`src/rtl/axi_decerr_slave_pkg.sv`:
```
// Shared AXI codes, field types and default channel structs for the decode-error slave.
package axi_decerr_slave_pkg;

   typedef logic [1:0] axi_resp_t;
   typedef logic [7:0] len_t;
   typedef logic [5:0] atop_t;

   localparam axi_resp_t RESP_OKAY   = 2'b00;
   localparam axi_resp_t RESP_EXOKAY = 2'b01;
   localparam axi_resp_t RESP_SLVERR = 2'b10;
   localparam axi_resp_t RESP_DECERR = 2'b11;

   // Atomic ops with this bit set also return read data.
   localparam int unsigned ATOP_R_RESP = 5;

   typedef struct packed {
      logic [0:0]  id;
      logic [31:0] addr;
      len_t        len;
      logic [2:0]  size;
      logic [1:0]  burst;
      atop_t       atop;
      logic        user;
   } axi_aw_t;

   typedef struct packed {
      logic [63:0] data;
      logic [7:0]  strb;
      logic        last;
      logic        user;
   } axi_w_t;

   typedef struct packed {
      logic [0:0] id;
      axi_resp_t  resp;
      logic       user;
   } axi_b_t;

   typedef struct packed {
      logic [0:0]  id;
      logic [31:0] addr;
      len_t        len;
      logic [2:0]  size;
      logic [1:0]  burst;
      logic        user;
   } axi_ar_t;

   typedef struct packed {
      logic [0:0]  id;
      logic [63:0] data;
      axi_resp_t   resp;
      logic        last;
      logic        user;
   } axi_r_t;

   typedef struct packed {
      axi_aw_t aw;
      logic    aw_valid;
      axi_w_t  w;
      logic    w_valid;
      logic    b_ready;
      axi_ar_t ar;
      logic    ar_valid;
      logic    r_ready;
   } axi_req_t;

   typedef struct packed {
      logic   aw_ready;
      logic   ar_ready;
      logic   w_ready;
      axi_b_t b;
      logic   b_valid;
      axi_r_t r;
      logic   r_valid;
   } axi_rsp_t;

endpackage

```
`src/rtl/axi_decerr_slave_fifo.sv`:
```
// Registered-output FIFO (no fall-through); push ignored when full, pop ignored when empty.
module axi_decerr_slave_fifo #(
   parameter int unsigned Depth = 1,
   parameter int unsigned Width = 8
) (
   input  logic             clk_i,
   input  logic             rst_ni,
   input  logic             testmode_i,
   output logic             full_o,
   output logic             empty_o,
   input  logic [Width-1:0] data_i,
   input  logic             push_i,
   output logic [Width-1:0] data_o,
   input  logic             pop_i
);

   localparam int unsigned AddrW = (Depth > 1) ? $clog2(Depth) : 1;
   localparam int unsigned CntW  = $clog2(Depth + 1);

   typedef logic [AddrW-1:0] ptr_t;
   typedef logic [CntW-1:0]  cnt_t;

   localparam ptr_t LastPtr = ptr_t'(Depth - 1);
   localparam cnt_t FullCnt = cnt_t'(Depth);

   logic [Depth-1:0][Width-1:0] mem_d, mem_q;
   ptr_t wptr_d, wptr_q, rptr_d, rptr_q;
   cnt_t cnt_d, cnt_q;
   logic push_ok, pop_ok;
   logic unused_test;

   assign unused_test = testmode_i;
   assign full_o      = (cnt_q == FullCnt);
   assign empty_o     = (cnt_q == '0);
   assign data_o      = mem_q[rptr_q];

   always_comb begin
      mem_d   = mem_q;
      wptr_d  = wptr_q;
      rptr_d  = rptr_q;
      cnt_d   = cnt_q;
      push_ok = push_i && !full_o;
      pop_ok  = pop_i && !empty_o;
      if (push_ok) begin
         mem_d[wptr_q] = data_i;
         wptr_d        = (wptr_q == LastPtr) ? '0 : wptr_q + ptr_t'(1);
      end
      if (pop_ok) begin
         rptr_d = (rptr_q == LastPtr) ? '0 : rptr_q + ptr_t'(1);
      end
      if (push_ok && !pop_ok) begin
         cnt_d = cnt_q + cnt_t'(1);
      end else if (pop_ok && !push_ok) begin
         cnt_d = cnt_q - cnt_t'(1);
      end
   end

   always_ff @(posedge clk_i or negedge rst_ni) begin
      if (!rst_ni) begin
         mem_q  <= '0;
         wptr_q <= '0;
         rptr_q <= '0;
         cnt_q  <= '0;
      end else begin
         mem_q  <= mem_d;
         wptr_q <= wptr_d;
         rptr_q <= rptr_d;
         cnt_q  <= cnt_d;
      end
   end

endmodule

```
`src/rtl/axi_decerr_slave.sv`:
```
// Terminal AXI4+ATOP slave: answers every write with one B and every read (or
// read-returning atomic) with len+1 R beats, all carrying a fixed error response.
module axi_decerr_slave
   import axi_decerr_slave_pkg::*;
#(
   parameter int unsigned AxiIdWidth = 1,
   parameter type         req_t      = axi_req_t,
   parameter type         resp_t     = axi_rsp_t,
   parameter axi_resp_t   Resp       = RESP_DECERR,
   parameter logic [63:0] RespData   = 64'hCA11AB1EBADCAB1E,
   parameter bit          ATOPs      = 1'b1,
   parameter int unsigned MaxTrans   = 1
) (
   input  logic  clk_i,
   input  logic  rst_ni,
   input  logic  test_i,
   input  req_t  slv_req_i,
   output resp_t slv_resp_o
);

   typedef logic [AxiIdWidth-1:0] id_t;
   typedef struct packed {
      id_t  id;
      len_t len;
   } ar_entry_t;

   logic      aw_full, aw_empty, aw_push, aw_pop;
   id_t       aw_head;
   logic      ar_full, ar_empty, ar_push, ar_pop;
   ar_entry_t ar_in, ar_head;
   logic      atop_r, atop_push;
   logic      aw_ready, ar_ready, w_ready, r_valid, r_last;
   logic      b_valid_d, b_valid_q;
   id_t       b_id_d, b_id_q;
   len_t      cnt_d, cnt_q;
   logic      unused_req;

   // Only ids, lens, atop and handshake bits matter; payloads are dropped.
   assign unused_req = ^slv_req_i;

   always_comb begin
      atop_r    = ATOPs && slv_req_i.aw.atop[ATOP_R_RESP];
      aw_ready  = !aw_full && (!atop_r || !ar_full);
      aw_push   = slv_req_i.aw_valid && aw_ready;
      atop_push = aw_push && atop_r;
      // A read-returning atomic claims the AR queue write port this cycle.
      ar_ready  = !ar_full && !atop_push;
      ar_push   = atop_push || (slv_req_i.ar_valid && ar_ready);
      if (atop_push) begin
         ar_in.id  = id_t'(slv_req_i.aw.id);
         ar_in.len = slv_req_i.aw.len;
      end else begin
         ar_in.id  = id_t'(slv_req_i.ar.id);
         ar_in.len = slv_req_i.ar.len;
      end

      w_ready   = !aw_empty && !b_valid_q;
      aw_pop    = w_ready && slv_req_i.w_valid && slv_req_i.w.last;
      b_valid_d = b_valid_q;
      b_id_d    = b_id_q;
      if (b_valid_q && slv_req_i.b_ready) b_valid_d = 1'b0;
      if (aw_pop) begin
         b_valid_d = 1'b1;
         b_id_d    = aw_head;
      end

      r_valid = !ar_empty;
      r_last  = (cnt_q == ar_head.len);
      cnt_d   = cnt_q;
      ar_pop  = 1'b0;
      if (r_valid && slv_req_i.r_ready) begin
         if (r_last) begin
            cnt_d  = '0;
            ar_pop = 1'b1;
         end else begin
            cnt_d = cnt_q + 8'd1;
         end
      end
   end

   always_comb begin
      slv_resp_o          = '0;
      slv_resp_o.aw_ready = aw_ready;
      slv_resp_o.ar_ready = ar_ready;
      slv_resp_o.w_ready  = w_ready;
      slv_resp_o.b_valid  = b_valid_q;
      slv_resp_o.b.id     = b_id_q;
      slv_resp_o.b.resp   = b_valid_q ? Resp : '0;
      slv_resp_o.r_valid  = r_valid;
      slv_resp_o.r.id     = r_valid ? ar_head.id : '0;
      slv_resp_o.r.resp   = r_valid ? Resp : '0;
      slv_resp_o.r.last   = r_valid && r_last;
      // Fill pattern is truncated or zero-extended to the bus data width.
      for (int i = 0; i < $bits(slv_resp_o.r.data); i++) begin
         slv_resp_o.r.data[i] = (r_valid && (i < 64)) ? RespData[i % 64] : 1'b0;
      end
   end

   always_ff @(posedge clk_i or negedge rst_ni) begin
      if (!rst_ni) begin
         b_valid_q <= 1'b0;
         b_id_q    <= '0;
         cnt_q     <= '0;
      end else begin
         b_valid_q <= b_valid_d;
         b_id_q    <= b_id_d;
         cnt_q     <= cnt_d;
      end
   end

   axi_decerr_slave_fifo #(
      .Depth (MaxTrans),
      .Width (AxiIdWidth)
   ) u_aw_fifo (
      .clk_i      (clk_i),
      .rst_ni     (rst_ni),
      .testmode_i (test_i),
      .full_o     (aw_full),
      .empty_o    (aw_empty),
      .data_i     (id_t'(slv_req_i.aw.id)),
      .push_i     (aw_push),
      .data_o     (aw_head),
      .pop_i      (aw_pop)
   );

   axi_decerr_slave_fifo #(
      .Depth (MaxTrans),
      .Width ($bits(ar_entry_t))
   ) u_ar_fifo (
      .clk_i      (clk_i),
      .rst_ni     (rst_ni),
      .testmode_i (test_i),
      .full_o     (ar_full),
      .empty_o    (ar_empty),
      .data_i     (ar_in),
      .push_i     (ar_push),
      .data_o     (ar_head),
      .pop_i      (ar_pop)
   );

endmodule

```
`config.mk`:
```
export PLATFORM = sky130hd
export DESIGN_NAME = axi_decerr_slave
export DESIGN_NICKNAME = d
export VERILOG_FILES = /design/src/rtl/axi_decerr_slave_pkg.sv /design/src/rtl/axi_decerr_slave_fifo.sv /design/src/rtl/axi_decerr_slave.sv
export SDC_FILE = /design/constraint.sdc
export NUM_CORES = 1
export LEC_CHECK = 0
export CAP_MARGIN = 15
export CORE_AREA = 2 2 99 101
export CTS_BUF_LIST = sky130_fd_sc_hd__clkbuf_4 sky130_fd_sc_hd__clkbuf_8
export DETAILED_ROUTE_END_ITERATION = 8
export DIE_AREA = 0 0 101 103
export HOLD_SLACK_MARGIN = 0.1
export PLACE_DENSITY = 0.73
export SKIP_LAST_GASP = 1
export SLEW_MARGIN = 30
export SYNTH_ARGS = -nofsm -noshare
export SYNTH_HDL_FRONTEND = slang
export SYNTH_SLANG_ARGS = --single-unit
```
`constraint.sdc`:
```
create_clock -name clk_i -period 4.59 [get_ports clk_i]
set_clock_uncertainty 0.05 [all_clocks]
set_input_delay 0.6885 -clock clk_i [delete_from_list [all_inputs] [get_ports clk_i]]
set_output_delay 0.6885 -clock clk_i [all_outputs]
set_load 0.02 [all_outputs]
```
**Word-level counts from Yosys, hierarchy flattened**

Index checks and enable logic that the tools add are counted.

- Add/subtract/negate cells: 9
- $lt $le $gt $ge: 6
- Equality and inequality tests: 1
- Muxes and demuxes: 24
- Reduce and logical (&&, ||, !) cells: 35

Operators by type and width:

| kind | count |
|---|---|
| two-way mux 9 bit | 3 |
| logical AND 1 bit | 21 |
| two-way mux 1 bit | 16 |
| bitwise mux 9 bit | 1 |
| logical NOT 1 bit | 9 |
| adder 8 x 1 -> 8 bit (second input constant) | 1 |
| == test 8 bit | 1 |
| two-way mux 8 bit | 1 |
| adder 1 bit (second input constant) | 6 |
| nonzero test 2 bit | 3 |
| < comparator 1 bit (second input constant) | 4 |
| two-way mux 2 bit | 2 |
| >= comparator 1 bit (second input constant) | 2 |
| logical OR 1 bit | 2 |
| subtractor 1 bit (second input constant) | 2 |
| bitwise mux 1 bit | 1 |

- Bits in registers: 26
- Input bits: 182

**Depth between registers and ports, before layout**

Gate-level depths: netlist (run 1).

- Depth in word-level cells: 14
- Mapped depth: 6
- Depth with buffers taken out: 5

**Cells and area by module**

From an unflattened synthesis (run 1), not the netlist that was laid out.

- Cells, all modules: 188
- Area, all modules: 1839.3 um^2

By module, submodules not included:

| module | times used | cells each | area an instance (um^2) | sequential area each (um^2) |
|---|---|---|---|---|
| axi_decerr_slave | 1 | 159 | 1340.0 | 250.2 |
| axi_decerr_slave_fifo at u_ar_fifo | 1 | 23 | 414.1 | 250.2 |
| axi_decerr_slave_fifo at u_aw_fifo | 1 | 6 | 85.1 | 50.0 |

**Worst setup path after synthesis (run 1)**

Ideal clock, no wire load.

- Path kind: register to output
- Start point: reg u_ar_fifo.cnt_q (netlist: u_ar_fifo.full_o)
- End point: out slv_resp_o[76] (netlist bit)
- Arrival time: 1654 ps
- Required time: 3852 ps
- Setup slack: 2198 ps
- Stages on the path, launching flop included: 6
- Path through: dfrtp_1 > buf_6 > and4bb_1 > buf_2 > nor2_1 > buf_4

- Longest elaborated chain between the ends: 7

RTL lines:

| what | line | RTL |
|---|---|---|
| from (decl) | axi_decerr_slave_fifo.sv:28 | `cnt_t cnt_d, cnt_q;` |
| from (signal assigned) | axi_decerr_slave_fifo.sv:68 | `cnt_q <= cnt_d;` |
| logical NOT 1 bit * | axi_decerr_slave.sv:43, axi_decerr_slave.sv:47 |  |
| logical OR 1 bit | axi_decerr_slave.sv:43 | `aw_ready = !aw_full && (!atop_r \|\| !ar_full);` |
| logical AND 1 bit | axi_decerr_slave.sv:43 |  |
| logical AND 1 bit | axi_decerr_slave.sv:44 | `aw_push = slv_req_i.aw_valid && aw_ready;` |
| logical AND 1 bit | axi_decerr_slave.sv:45 | `atop_push = aw_push && atop_r;` |
| logical NOT 1 bit | axi_decerr_slave.sv:47 | `ar_ready = !ar_full && !atop_push;` |
| logical AND 1 bit * | axi_decerr_slave.sv:47 |  |
| to (decl) | axi_decerr_slave.sv:18 | `output resp_t slv_resp_o` |

Every way passes the cells marked *; elsewhere a longest branch is shown, timed or not.

==> flow_metrics.env, run 1 <==
export IMPL_status="completed"
export IMPL_tns_ps=0
export IMPL_leakage_nw=0.899
export IMPL_yosysUniqueCellTypes=33
export IMPL_viasPerCell=3.67
export IMPL_synth_seq_cells=22
export IMPL_synthFlopType="dfrtp_1"
export IMPL_cts_sinks=22
export IMPL_die_h_um=103
export IMPL_fillers=1030
export IMPL_numCtsBuffers=3
export IMPL_antenna_found_initial=0
export IMPL_place_congestion=0.827
export IMPL_critPathLaunchType="primary input"
export IMPL_diodes=0
export IMPL_ctsHtreeMaxLevel=1
export IMPL_period_share_pct=69.2
export IMPL_post_cts_buffers=0
export IMPL_dp_hpwl_um=2650
export IMPL_nets=407
export IMPL_cpMostUsedCell="clkdlybuf4s50_1"
export IMPL_async_flop_share_pct=100
export IMPL_synth_top_area_cell="buf_4"
export IMPL_drive_gt1_share_pct=6.28
export IMPL_cts_buffer_depth=2
export IMPL_start_util_pct=18.8
export IMPL_timing_final_setup_violations=0
export IMPL_drc=0
export IMPL_grt_pass1_vias=1135
export IMPL_top_level_ports=260
export IMPL_syn_avg_cell_area_um2=8.99
export IMPL_netlist_instances=198
export IMPL_powerDensity_mw_per_mm2=449
export IMPL_worstPathMaxFanout=20
export IMPL_crit_type="primary input to output pin"
export IMPL_cts_tree="done"
export IMPL_syn_area_mm2=0.00178
export IMPL_cp_slowest_cell="and4bb_1"
export IMPL_rows=36
export IMPL_grt_start_max_net_pins=48
export IMPL_synthTopCellsByCount="buf_4 (78), dfrtp_1 (22), nand2_1 (17)"
export IMPL_grt_pass1_wl_um=5180
export IMPL_cts_resized=0
export IMPL_grt_overflow=0
export IMPL_slew_headroom_pct=57.2
export IMPL_vias=1238
export IMPL_synth_top_area_share_pct=32.9
export IMPL_die_w_um=101
export IMPL_cts_hold_buf=0
export IMPL_met1Wirelength_um=1520
export IMPL_drtPass1Iterations=4
export IMPL_synthTopCellsByArea="buf_4 (33%), dfrtp_1 (31%), mux2i_1 (5.6%)"
export IMPL_met3_length_um=307
export IMPL_wl_met2_um=1440
export IMPL_synth_edf_count=0
export IMPL_rsz0062_at_grt="no"
export IMPL_io_buffers=72
export IMPL_core_area_mm2=0.00946
export IMPL_period_needed_ps=3170
export IMPL_clk_pin_slew_ps=80
export IMPL_end_kind="output pin"
export IMPL_slew_violations=0
export IMPL_synthMostInstantiatedCell="buf_4"
export IMPL_ys_seq_area_share_pct=30.9
export IMPL_hp_class="primary input to async pin"
export IMPL_worstMarginPinSlew_ps=642
export IMPL_crit_chain="clkdlybuf4s50_1 > and4bb_1 > nor2_1 > clkdlybuf4s50_1"
export IMPL_crit_buf_inv=2
export IMPL_area_growth_pct=24.3
export IMPL_yosys_warnings=0
export IMPL_cts_root_buf="clkbuf_8"
export IMPL_drt_iter0_markers=6
export IMPL_hold_slack_ps=326
export IMPL_clkLatencyLatePin_ps=260
export IMPL_wirelength_um=3320
export IMPL_top_layer="met4"
export IMPL_max_cap_viol_count=0
export IMPL_critPathTopFamily="buffers and inverters"
export IMPL_ir_drop_uv=235
export IMPL_cp_required_ps=3850
export IMPL_critPathMaxStageDelay_ps=630
export IMPL_die_area_mm2=0.0104
export IMPL_wl_per_cell_um=9.84
export IMPL_timing_fmax_mhz=315
export IMPL_antenna_left=0
export IMPL_arrival_ps=2440
export IMPL_hold_viol_final=0
export IMPL_grt_usage_pct=6.24
-- final timing paths --
kind | from | to | slack [ps] | cells after the start
worst min-delay path | rst_ni | u_ar_fifo.mem_q[3]$_DFFE_PN0P_ | 330 | 1
min in group clk_i | u_aw_fifo.mem_q$_DFFE_PN0P_ | u_aw_fifo.mem_q$_DFFE_PN0P_ | 450 | 1
max in group asynchronous | rst_ni | b_valid_q$_DFFE_PN0P_ | 3820 | 1
worst max-delay path | slv_req_i[132] | slv_resp_o[76] | 1420 | 4
worst min register to register | u_aw_fifo.mem_q$_DFFE_PN0P_ | u_aw_fifo.mem_q$_DFFE_PN0P_ | 450 | 1
worst max register to register | u_ar_fifo.full_o$_DFFE_PN0P_ | u_ar_fifo.mem_q[3]$_DFFE_PN0P_ | 2870 | 3
-- area by class of cell --
type	instances	area, um2	area share, %
Clock buffer	3	41.3	1.87
Clock inverter	1	30.0	1.36
Inverter	2	7.51	0.339
Multi-Input combinational cell	122	718	32.4
Sequential cell	22	551	24.9
Tap cell	114	143	6.44
Timing Repair Buffer	73	723	32.7
-- power breakdown --
group | switching (mW) | leakage, nW | internal, mW
clock network | 0.0638 | 0.0357 | 0.117
logic | 0.252 | 0.588 | 0.232
registers | 0.0638 | 0.275 | 0.265
-- layout by cell type, fill, tap and decap left out, types with 2 or more instances in the layout --
cell / n
nand4_1: 4
o21ai_1: 9
dfrtp_1: 22
and2_1: 2
inv_1: 2
xnor2_1: 10
conb_1: 32
nand2_1: 17
clkbuf_8: 3
nor2_1: 6
nand3_1: 2
a21oi_1: 6
clkdlybuf4s50_1: 71
nor3_1: 2
mux2i_1: 10
o21ai_0: 6
-- logic make-up (layout without fill, tap and decap cells) --
| logic type | after synthesis | in the layout | share of synthesized area, % |
|---|---|---|---|
| buf+inv | 85 | 79 | 35.4 |
| simple gates | 41 | 41 | 12.3 |
| compound gates | 26 | 26 | 8.64 |
| flops | 22 | 22 | 30.9 |
| mux | 12 | 12 | 6.89 |
| xor+xnor | 10 | 10 | 4.92 |
| fa+ha+maj | 1 | 1 | 0.703 |
| other cells | 1 | 32 | 0.211 |
-- worst register-to-register path: stages (launching register included) --
cell and delay (ps):
dfrtp_1 360, buf_4 250, and4bb_1 740, o21ai_0 190
-- flip-flops by register name (all words and copies together), names as in the netlist --
register,flops
u_ar_fifo.mem_q,9
cnt_q,8
b_id_q,1
b_valid_q,1
u_ar_fifo.full_o,1
u_aw_fifo.full_o,1
u_aw_fifo.mem_q,1
-- per-stage QoR --
| step | util [%] | instances | worst slack [ps] | total power, mW | cell area [um2] |
|---|---|---|---|---|---|
| CTS | 23.4 | 337 | 1400 | 1.00 | 2210 |
| detailed placement | 22.6 | 333 | 1400 | 0.819 | 2140 |
| global placement | 22.7 | 333 | 1430 | 0.809 | 2140 |
| finish | 23.4 | 337 | 1420 | 0.993 | 2210 |
| floorplan | - | 229 | 2200 | 0.727 | 1900 |
| global route | 23.4 | 337 | 1260 | 1.06 | 2210 |
-- metal layers --
layer / GRT usage (%) / vias up
li1: - / 590
met1: 8.05 / 553
met2: 10.3 / 91
met3: 1.22 / 4
met4: 2.49 / 0
met5: 0 / -
Power figures use the tool's default switching activity.
==> run 2, diff against run 1 <==
- CORE_AREA: 2 2 99 101 -> 2 2 100 102
- DIE_AREA: 0 0 101 103 -> 0 0 102 104
- PLACE_DENSITY: 0.73 -> 0.72
- clock period: 4.59 -> 3.01 ns (I/O delays scaled with it)
==> run 2 against run 1 <==
Sequential share of layout area fell by 0.62 points; power increased by 54%; worst setup slack worse by 1100 ps; largest power group unchanged; highest routed layer unchanged.
==> flow_metrics.env, run 2 (synthesis results as in run 1) <==
export IMPL_cts_root_buf="clkbuf_8"
export IMPL_fin_util_pct=23.8
export IMPL_end_kind="output pin"
export IMPL_die_area_mm2=0.0106
export IMPL_die_w_um=102
export IMPL_grt_start_max_net_pins=23
export IMPL_drt_iter0_markers=17
export IMPL_slew_violations=0
export IMPL_worstPathMaxFanout=9
export IMPL_ctsHtreeMaxLevel=1
export IMPL_diodes=0
export IMPL_tns_ps=0
export IMPL_viasPerCell=3.46
export IMPL_final_cell_mix="clkdlybuf4s50_1 (72), conb_1 (32), dfrtp_1 (22), nand2_1 (17)"
export IMPL_final_common_cell="clkdlybuf4s50_1"
export IMPL_rsz0062_at_grt="no"
export IMPL_grt_usage_pct=6.40
export IMPL_cts_sinks=22
export IMPL_timing_fmax_mhz=366
export IMPL_cts_buffer_depth=2
export IMPL_dp_hpwl_um=2760
export IMPL_hp_class="flip-flop to flip-flop"
export IMPL_leakage_nw=0.918
export IMPL_grt_pass1_vias=1203
export IMPL_vias=1246
export IMPL_place_congestion=0.807
export IMPL_antenna_found_initial=0
export IMPL_critPathLaunchType="flip-flop"
export IMPL_period_needed_ps=2740
export IMPL_wirelength_um=3480
export IMPL_top_level_ports=260
export IMPL_cts_tree="done"
export IMPL_wl_per_cell_um=9.68
export IMPL_drive_gt1_share_pct=7.05
export IMPL_timing_final_setup_violations=0
export IMPL_largestRegisters="u_ar_fifo.mem_q: 9 flops, cnt_q: 8 flops"
export IMPL_crit_type="flip-flop to output pin"
export IMPL_hold_viol_final=0
export IMPL_cts_hold_buf=0
export IMPL_numCtsBuffers=3
export IMPL_cp_required_ps=2510
export IMPL_rows=36
export IMPL_drc=0
export IMPL_period_share_pct=90.9
export IMPL_post_cts_buffers=0
export IMPL_drtPass1Iterations=4
export IMPL_arrival_ps=2230
export IMPL_powerDensity_mw_per_mm2=675
export IMPL_start_util_pct=18.6
export IMPL_area_growth_pct=27.5
export IMPL_nets=411
export IMPL_clk_pin_slew_ps=80
export IMPL_clkLatencyLatePin_ps=270
export IMPL_largest_register_ffs=9
export IMPL_die_h_um=104
export IMPL_antenna_left=0
export IMPL_io_buffers=72
export IMPL_cts_resized=0
export IMPL_max_cap_viol_count=0
export IMPL_grt_overflow=0
export IMPL_ir_drop_uv=353
export IMPL_core_area_mm2=0.00955
export IMPL_grt_pass1_wl_um=5550
export IMPL_status="completed"
export IMPL_largest_register="u_ar_fifo.mem_q"
[run 2: stage by stage]
step	hold slack [ps]	area [um2]	total power [mW]	setup WS (ps)	instances
after floorplan	106	1900	1.11	855	229
after CTS	470	2270	1.55	250	360
after detailed placement	451	2200	1.27	552	356
final	466	2270	1.53	274	360
after global routing	490	2270	1.64	152	360
after global placement	420	2200	1.25	587	356
[run 2: where the power goes]
group	total (mW)	internal (mW)	leakage (nW)	switching, mW
Clock	0.277	0.178	0.0357	0.0994
Sequential	0.504	0.404	0.275	0.100
Combinational	0.751	0.361	0.607	0.390
[run 2: per-layer routing]
metal | up-vias | GRT usage (%) | routed length [um]
li1 | 599 | - | -
met1 | 561 | 8.55 | 1590
met2 | 82 | 10.5 | 1560
met3 | 4 | 1.41 | 296
met4 | 0 | 1.43 | 30
met5 | - | 0 | 0
[run 2: critical path: stages (launching register included)]
cell and delay [ps]:
dfrtp_1 450, xnor2_1 200, nand4_1 180, nor2_4 300, and2_1 220, clkdlybuf4s50_1 620
[run 2: path summary, 6_finish.rpt]
check / startpoint / endpoint / slack, ps / cells past startpoint
max in group asynchronous: rst_ni / b_valid_q$_DFFE_PN0P_ / 2200 / 2
hold / removal: u_aw_fifo.mem_q$_DFFE_PN0P_ / u_aw_fifo.mem_q$_DFFE_PN0P_ / 470 / 1
min in group asynchronous: rst_ni / u_ar_fifo.mem_q[3]$_DFFE_PN0P_ / 480 / 2
hold reg to reg: u_aw_fifo.mem_q$_DFFE_PN0P_ / u_aw_fifo.mem_q$_DFFE_PN0P_ / 470 / 1
setup / recovery: cnt_q[2]$_DFFE_PN0P_ / slv_resp_o[2] / 270 / 5
setup reg to reg: u_ar_fifo.full_o$_DFFE_PN0P_ / cnt_q[3]$_DFFE_PN0P_ / 1360 / 5
[run 2: final cells by class]
class | count | area [um2]
inverters | 2 | 7.51
well taps | 133 | 166
clock buffers | 3 | 41.3
repair buffers | 77 | 758
flip-flops and latches | 22 | 551
multi-input cells | 122 | 716
fillers | 1050 | 7280
clock inverters | 1 | 30.0
